### src/rtl/cpu_sequencer_if.sv
// cpu_sequencer_if: PC, memory-port and accumulator control bundle between
// the sequencer (master) and the CPU datapath/memory (slave).
interface cpu_sequencer_if #(
   parameter int ADDR_W = 5,
   parameter int DATA_W = 8
);
   logic              run;
   logic [ADDR_W-1:0] pc_in;
   logic              pc_write;
   logic [ADDR_W-1:0] next_pc;
   logic [ADDR_W-1:0] mem_addr;
   logic              mem_rd;
   logic              mem_wr;
   logic              mem_ready;
   logic [DATA_W-1:0] mem_rdata;
   logic              acc_zero;
   logic              acc_load;
   logic [1:0]        alu_op;
   logic [DATA_W-1:0] ir_out;
   logic              halted;
   logic              fault;
   modport master (
      input  run, pc_in, mem_ready, mem_rdata, acc_zero,
      output pc_write, next_pc, mem_addr, mem_rd, mem_wr, acc_load, alu_op, ir_out, halted, fault
   );
   modport slave (
      output run, pc_in, mem_ready, mem_rdata, acc_zero,
      input  pc_write, next_pc, mem_addr, mem_rd, mem_wr, acc_load, alu_op, ir_out, halted, fault
   );
endinterface

### src/rtl/cpu_sequencer.sv
// cpu_sequencer: multi-cycle fetch/decode/exec control FSM for the 8-bit CPU.
// Define CPU_SEQ_SINGLE_STEP_EN to add the step input and PAUSE state.
module cpu_sequencer #(
   parameter int ADDR_W     = 5,
   parameter int DATA_W     = 8,
   parameter int WAIT_LIMIT = 15
) (
   input logic clk,
   input logic reset,
`ifdef CPU_SEQ_SINGLE_STEP_EN
   input logic step,
`endif
   cpu_sequencer_if.master bus
);
   typedef enum logic [2:0] {
      IDLE, FETCH, DECODE, EXEC, HALT, FAULT
`ifdef CPU_SEQ_SINGLE_STEP_EN
      , PAUSE
`endif
   } state_t;
`ifdef CPU_SEQ_SINGLE_STEP_EN
   localparam state_t RESUME = PAUSE;
`else
   localparam state_t RESUME = FETCH;
`endif
   localparam logic [2:0] OP_NOP = 3'd0, OP_STA = 3'd2, OP_ADD = 3'd3,
                          OP_SUB = 3'd4, OP_JMP = 3'd5, OP_JZ = 3'd6, OP_HLT = 3'd7;
   state_t            state, next_state;
   logic [DATA_W-1:0] ir;
   logic [7:0]        wait_cnt;
   logic [2:0]        op;
   logic [ADDR_W-1:0] operand, pc_inc;
   logic              req, timed_out, pc_only;
   assign op        = ir[DATA_W-1 -: 3];
   assign operand   = ir[ADDR_W-1:0];
   assign pc_inc    = bus.pc_in + 1'b1;
   assign req       = bus.mem_rd | bus.mem_wr;
   assign timed_out = wait_cnt == 8'(WAIT_LIMIT);
   assign pc_only   = op inside {OP_NOP, OP_JMP, OP_JZ};
   assign bus.ir_out = ir;
   assign bus.halted = state == HALT;
   assign bus.fault  = state == FAULT;
   // The wait counter only runs while a request is stalled, so it is already
   // zero whenever FETCH or EXEC is entered.
   always_ff @(posedge clk or posedge reset) begin
      if (reset) begin
         state    <= IDLE;
         ir       <= '0;
         wait_cnt <= '0;
      end else begin
         state    <= next_state;
         if (state == FETCH && bus.mem_ready) ir <= bus.mem_rdata;
         wait_cnt <= (req && !bus.mem_ready) ? wait_cnt + 1'b1 : '0;
      end
   end
   always_comb begin
      next_state   = state;
      bus.pc_write = 1'b0;
      bus.next_pc  = '0;
      bus.mem_addr = '0;
      bus.mem_rd   = 1'b0;
      bus.mem_wr   = 1'b0;
      bus.acc_load = 1'b0;
      bus.alu_op   = 2'b00;
      case (state)
         IDLE: next_state = bus.run ? FETCH : IDLE;
         FETCH: begin
            bus.mem_addr = bus.pc_in;
            bus.mem_rd   = 1'b1;
            next_state   = bus.mem_ready ? DECODE : timed_out ? FAULT : FETCH;
         end
         DECODE: begin
            if (pc_only) begin
               bus.pc_write = 1'b1;
               bus.next_pc  = (op == OP_JMP || (op == OP_JZ && bus.acc_zero)) ? operand : pc_inc;
            end
            next_state = (op == OP_HLT) ? HALT : pc_only ? RESUME : EXEC;
         end
         EXEC: begin
            bus.mem_addr = operand;
            bus.mem_wr   = op == OP_STA;
            bus.mem_rd   = op != OP_STA;
            if (bus.mem_ready) begin
               bus.pc_write = 1'b1;
               bus.next_pc  = pc_inc;
               bus.acc_load = op != OP_STA;
               bus.alu_op   = (op == OP_ADD) ? 2'b01 : (op == OP_SUB) ? 2'b10 : 2'b00;
               next_state   = RESUME;
            end else if (timed_out) begin
               next_state = FAULT;
            end
         end
`ifdef CPU_SEQ_SINGLE_STEP_EN
         PAUSE: next_state = step ? FETCH : PAUSE;
`endif
         default: next_state = state;
      endcase
   end
endmodule

### src/flat_wrapper.sv
// flat-port wrapper written by rule: the top's interface ports become plain ports
module cpu_sequencer_flat 
#(
   parameter int ADDR_W     = 5,
   parameter int DATA_W     = 8,
   parameter int WAIT_LIMIT = 15
)
  (clk, reset, bus_run, bus_pc_in, bus_mem_ready, bus_mem_rdata, bus_acc_zero, bus_pc_write, bus_next_pc, bus_mem_addr, bus_mem_rd, bus_mem_wr, bus_acc_load, bus_alu_op, bus_ir_out, bus_halted, bus_fault);
  cpu_sequencer_if #(.ADDR_W(ADDR_W), .DATA_W(DATA_W)) bus_i ();
  input logic clk;
  input logic reset;
  input wire logic [$bits(bus_i.run)-1:0] bus_run;
  input wire logic [$bits(bus_i.pc_in)-1:0] bus_pc_in;
  input wire logic [$bits(bus_i.mem_ready)-1:0] bus_mem_ready;
  input wire logic [$bits(bus_i.mem_rdata)-1:0] bus_mem_rdata;
  input wire logic [$bits(bus_i.acc_zero)-1:0] bus_acc_zero;
  output wire logic [$bits(bus_i.pc_write)-1:0] bus_pc_write;
  output wire logic [$bits(bus_i.next_pc)-1:0] bus_next_pc;
  output wire logic [$bits(bus_i.mem_addr)-1:0] bus_mem_addr;
  output wire logic [$bits(bus_i.mem_rd)-1:0] bus_mem_rd;
  output wire logic [$bits(bus_i.mem_wr)-1:0] bus_mem_wr;
  output wire logic [$bits(bus_i.acc_load)-1:0] bus_acc_load;
  output wire logic [$bits(bus_i.alu_op)-1:0] bus_alu_op;
  output wire logic [$bits(bus_i.ir_out)-1:0] bus_ir_out;
  output wire logic [$bits(bus_i.halted)-1:0] bus_halted;
  output wire logic [$bits(bus_i.fault)-1:0] bus_fault;
  assign bus_i.run = bus_run;
  assign bus_i.pc_in = bus_pc_in;
  assign bus_i.mem_ready = bus_mem_ready;
  assign bus_i.mem_rdata = bus_mem_rdata;
  assign bus_i.acc_zero = bus_acc_zero;
  assign bus_pc_write = bus_i.pc_write;
  assign bus_next_pc = bus_i.next_pc;
  assign bus_mem_addr = bus_i.mem_addr;
  assign bus_mem_rd = bus_i.mem_rd;
  assign bus_mem_wr = bus_i.mem_wr;
  assign bus_acc_load = bus_i.acc_load;
  assign bus_alu_op = bus_i.alu_op;
  assign bus_ir_out = bus_i.ir_out;
  assign bus_halted = bus_i.halted;
  assign bus_fault = bus_i.fault;
  cpu_sequencer #(.ADDR_W(ADDR_W), .DATA_W(DATA_W), .WAIT_LIMIT(WAIT_LIMIT)) u_core (.clk(clk), .reset(reset), .bus(bus_i));
endmodule
### config.mk
export PLATFORM = sky130hd
export DESIGN_NAME = cpu_sequencer_flat
export DESIGN_NICKNAME = d
export VERILOG_FILES = /design/src/rtl/cpu_sequencer_if.sv /design/src/rtl/cpu_sequencer.sv /design/src/flat_wrapper.sv
export SDC_FILE = /design/constraint.sdc
export NUM_CORES = 1
export LEC_CHECK = 0
export CAP_MARGIN = 10
export CORE_MARGIN = 2
export CORE_UTILIZATION = 50
export CTS_BUF_LIST = sky130_fd_sc_hd__clkbuf_4 sky130_fd_sc_hd__clkbuf_8
export DETAILED_ROUTE_END_ITERATION = 6
export PLACE_DENSITY_LB_ADDON = 0.15
export SLEW_MARGIN = 20
export SYNTH_ARGS = -nofsm -noshare
export SYNTH_HDL_FRONTEND = slang
export SYNTH_SLANG_ARGS = --single-unit
### constraint.sdc
create_clock -name clk -period 2.1 [get_ports clk]
set_input_delay 0.21 -clock clk [delete_from_list [all_inputs] [get_ports clk]]
set_output_delay 0.21 -clock clk [all_outputs]
set_load 0.01 [all_outputs]
Word-level counts from Yosys, hierarchy flattened --
Cells that the tools add are included.
Storage, ports and cells: logic and storage cells 55, bits of input ports 18, output and inout bits 26, register bits after elaboration 19
Cells by class: equality and inequality tests 14, add/sub/neg operators 2, bitwise operators 1, reduce and logical (&&, ||, !) cells 10, multiplexer cells 25
Operator list (number):
- one-hot mux 5 bit (2 select lines) | 2
- == test 3 bit (second input constant) | 6
- two-way mux 3 bit | 5
- two-way mux 5 bit | 3
- == test 3 x 2 -> 1 bit (second input constant) | 4
- one-hot mux 3 bit (4 select lines) | 1
- two-way mux 2 bit | 5
- adder 8 x 1 -> 8 bit (second input constant) | 1
- == test 8 x 4 -> 1 bit (second input constant) | 1
- two-way mux 8 bit | 1
- zero test 3 bit | 2
- two-way mux 1 bit | 6
- inequality test 3 x 2 -> 1 bit (second input constant) | 2
- adder 5 x 1 -> 5 bit (second input constant) | 1
- one-hot mux 1 bit (2 select lines) | 2
- nonzero test 4 bit | 1
- == test 3 x 1 -> 1 bit (second input constant) | 1
- logical AND 1 bit | 3
- nonzero test 3 bit | 1
- AND reduction 2 bit | 1
- zero test 1 bit | 1
- logical OR 1 bit | 1
- bitwise OR 1 bit | 1

Longest topological paths before layout --
depth in word-level cells 6, mapped depth 5, depth with buffers taken out 4

Least setup slack after synthesis --
Ideal clock, no wire load.
kind register -> output, start point register u_core.ir[7], in the netlist u_core.bus.ir_out[7], end point output bus_next_pc[4], arrival 1.379 ns, buffers on the path 1, stages on the path, launching flop included 6, path slack 0.511 ns, cells stage by stage dfrtp_1 -> buf_6 -> xor2_1 -> o21a_1 -> o31ai_4 -> a32o_1
Between the ends: word-level cells in the longest chain between the ends 6
Ends and longest elaborated chain:
- start: declaration | line cpu_sequencer.sv:29 | logic [DATA_W-1:0] ir;
- start signal: assignment | line cpu_sequencer.sv:52 | if (state == FETCH && bus.mem_ready) ir <= bus.mem_rdata;
- == test 3 bit | line cpu_sequencer.sv:39, cpu_sequencer.sv:75
- logical AND 1 bit | line cpu_sequencer.sv:75 | bus.next_pc = (op == OP_JMP || (op == OP_JZ && bus.acc_zero)) ? operand : pc_inc;
- logical OR 1 bit | line cpu_sequencer.sv:75
- two-way mux 5 bit | line cpu_sequencer.sv:75
- two-way mux 5 bit * | line cpu_sequencer.sv:73 | if (pc_only) begin
- one-hot mux 5 bit (2 select lines) * | line cpu_sequencer.sv:65 | case (state)
- end: declaration | line flat_wrapper.sv:18 | output wire logic [$bits(bus_i.next_pc)-1:0] bus_next_pc;
Every way passes the cells marked *; elsewhere a longest branch is shown, timed or not.

Worst setup path in the final report --
start point register u_core.state[1], end point output bus_mem_addr[4]
Between the ends: word-level cells in the longest chain between the ends 2
Ends and longest elaborated chain:
- start: declaration | line cpu_sequencer.sv:28 | state_t state, next_state;
- start signal: assignment | line cpu_sequencer.sv:51 | state <= next_state;
- == test 3 x 2 -> 1 bit / == test 3 x 1 -> 1 bit (equally long branches) | line cpu_sequencer.sv:65
- one-hot mux 5 bit (2 select lines) * | line cpu_sequencer.sv:65
- end: declaration | line flat_wrapper.sv:19 | output wire logic [$bits(bus_i.mem_addr)-1:0] bus_mem_addr;
Marked as above.

==> impl_metrics.py <==
metrics = {
    "outcome": {
        "status": "finished, final reports clean",
    },
    "synthesis": {
        "yosysTopAreaCell": "dfrtp_1",
        "synthFlopType": "dfrtp_1",
        "ys_warn_count": 0,
        "postSynthAreaPerCell_um2": 10.2,
        "synth_top_cell_area_share": 0.377,
        "netlist_area_um2": 1260,
        "synth-seq-cells": 19,
        "synth_cells": 124,
        "syn_nets": 144,
        "synthTopCellsByArea": "dfrtp_1 38%, mux2_1 7.1%, nor2_1 5.4%, xor2_1 4.2%, mux2i_1 4.0%",
        "ys_seq_area_frac": 0.377,
        "synthDistinctLibCells": 42,
        "synth_edf_count": 0,
        "asyncSetResetFlopFracSynth": 1.00,
    },
    "finish": {
        "design_area_um2": 1840,
        "nets": 197,
        "seq_area_um2": 482,
        "fill_cells": 176,
        "multi_input_area_um2": 764,
        "layout_common_cells": "33 x clkdlybuf4s50_1, 17 x nor2_1, 14 x dfrtp_1",
        "areaGrowthSynthToFinish_pct": 45.7,
        "final_util": 0.755,
        "num_antenna_cells": 0,
        "mostFrequentLayoutCell": "clkdlybuf4s50_1",
        "drive_gt1_frac": 0.222,
    },
    "place": {
        "dpl_cell_area_um2": 1740,
        "portBuffers": 43,
        "gp_congestion": 0.798,
        "hpwlAfterDp_um": 2250,
    },
    "drt": {
        "remaining_drc_errors": 0,
        "antenna_left": 0,
        "vias_per_cell": 5.44,
        "detail_route.wl_per_cell_um": 15.2,
        "routed_wl_um": 3120,
        "dr.first_iter.drc_count": 23,
        "drt-pass1-iter-count": 4,
        "vias": 1120,
    },
    "critical_path": {
        "cpMaxStageDelayCell": "clkdlybuf4s50_1",
        "crit_path_cell_trace": "buf_4 > mux2i_1 > nor2_1 > clkdlybuf4s50_1",
        "crit_type": "flop to output pin",
        "cp_max_fo": 8,
        "cp-start-kind": "flop",
        "rr_worst_depth": 4,
        "critPathRequiredTime_ns": 1.89,
        "worstPathArrival_ns": 1.82,
        "endpoint_kind": "output pin",
        "critPathMaxStageDelay_ns": 0.57,
    },
    "sta": {
        "tightest_slew_ns": 0.731,
        "rsz0062_at_grt": "no",
        "fmax_ghz": 0.493,
        "final_hold_viol_count": 0,
        "slew_violations": 0,
        "period_share": 0.967,
        "fin_worst_skew_ns": 0.00506,
        "holdWs_ns": 0.313,
        "relSlewSlack": 0.512,
        "period_needed_ns": 2.03,
        "setup_viol": 0,
    },
    "cts": {
        "cts_tree": "yes",
        "cts-root-buf": "clkbuf_4",
        "insertion_delay_ns": 0.30,
        "cts_htree_levels": 1,
        "cts_num_sinks": 19,
        "clockBufferDepth": 2,
        "cts_hold_buf": 0,
        "clkTransAtPathRegs_ns": 0.12,
        "numCtsBuffers": 3,
    },
    "power": {
        "p_comb_frac": 0.623,
        "power_switching_uw": 952,
        "power.leakage_nw": 0.861,
        "p_total_mw": 2.29,
        "powerDensity_nw_per_um2": 1250,
        "pwr-share-seq": 0.292,
        "p_int_mw": 1.34,
        "clkPwrFrac": 0.085,
        "ir_drop_mv": 0.859,
        "switching_share": 0.415,
    },
    "grt": {
        "grt_pass1_wl_um": 4770,
        "grt_overflow": 0,
        "grt_use_total": 0.231,
        "antenna_found_initial": 0,
        "grt_max_degree": 20,
        "grt_pass1_vias": 1027,
    },
    "die": {
        "die_x_um": 54.2,
        "row_count": 18,
        "die_area_um2": 2940,
        "start_util": 0.518,
        "ios": 44,
        "core_area_um2": 2430,
        "die_h_um": 54.2,
    },
    "flow_run": {
        "max_cap_violations": 0,
    },
    "min_path": {
        "min_path_type": "input port to async pin",
    },
}
==> registers in the layout (all words and copies together) (netlist names) <==
name / count
u_core.bus.ir_out: 8
u_core.state: 3
u_core.wait_cnt: 8
==> per-stage QoR <==
| stage | instances | TNS [ns] | setup WS [ns] |
|---|---|---|---|
| floorplan | 124 | 0 | 0.511 |
| global placement | 199 | -0.352 | -0.0782 |
| detailed placement | 199 | -0.498 | -0.110 |
| CTS | 206 | -0.0176 | -0.0132 |
| global route | 206 | 0 | 0.00972 |
| finish | 206 | 0 | 0.0696 |
==> final timing paths <==
path,end,slack [ns],start
max in group asynchronous,u_core.bus.ir_out[6],1.28,reset
hold / removal,u_core.wait_cnt[3],0.31,reset
setup reg to reg,u_core.state[1],0.57,u_core.wait_cnt[4]
min in group clk,u_core.wait_cnt[0],0.46,u_core.wait_cnt[0]
hold reg to reg,u_core.wait_cnt[0],0.46,u_core.wait_cnt[0]
setup / recovery,bus_mem_addr[4],0.07,u_core.state[1]
==> what timing repair did <==
| item | 4_1_cts | 5_1_grt |
|---|---|---|
| endpoints found under the setup margin | 11 | 13 |
| endpoints found under the hold margin | 0 | 0 |
| buffers inserted | 3 | 0 |
| pin swaps | 1 | 0 |
| resized for setup | 19 | 14 |
| gates cloned | 0 | 0 |
==> cells by family after synthesis <==
group	synth area share
adders and majority gates	0.0199
buffers and inverters	0.0556
xor gates and xnor gates	0.0695
AOI/OAI and AO/OA	0.129
DFF	0.377
muxes	0.120
and+or+nand+nor	0.228
==> metal layers <==
metal,part of all wire,GRT usage
met5,0,0
met4,0.019,0.100
met3,0.043,0.0333
met2,0.50,0.384
met1,0.44,0.297
==> cell usage after synthesis (3+ instances only) <==
master / count
nor3b_1: 3
mux2i_1: 5
nand3_1: 5
dfrtp_1: 19
xnor2_1: 4
nor2_1: 18
buf_2: 3
inv_1: 3
xor2_1: 6
a21oi_1: 3
mux2_1: 8
a32o_1: 4
nand2_1: 8
==> area by class of cell <==
cell class | count | area share
clock buffer | 3 | 0.0123
sequential | 19 | 0.262
clock inverter | 1 | 0.00273
tap | 30 | 0.0204
multi-input combinational | 95 | 0.416
inverter | 3 | 0.00613
timing repair buffer | 55 | 0.279
==> critical path: cells and delay by family, from the launching register on <==
kind                   cells  cell delay (ns)
buffers and inverters      2             0.77
and+or+nand+nor            1             0.12
muxes                      1             0.13
DFF                        1             0.50
==> power by group through the flow <==
| stage | clock network, mW | logic (mW) | registers [mW] |
|---|---|---|---|
| after global routing | 0.213 | 1.55 | 0.694 |
| final | 0.195 | 1.43 | 0.670 |
| after global placement | 0 | 1.30 | 0.642 |
| after floorplan | 0 | 0.789 | 0.631 |
| after detailed placement | 0 | 1.32 | 0.656 |
| after CTS | 0.199 | 1.40 | 0.655 |
No activity file was read; power rests on OpenSTA's default activity.
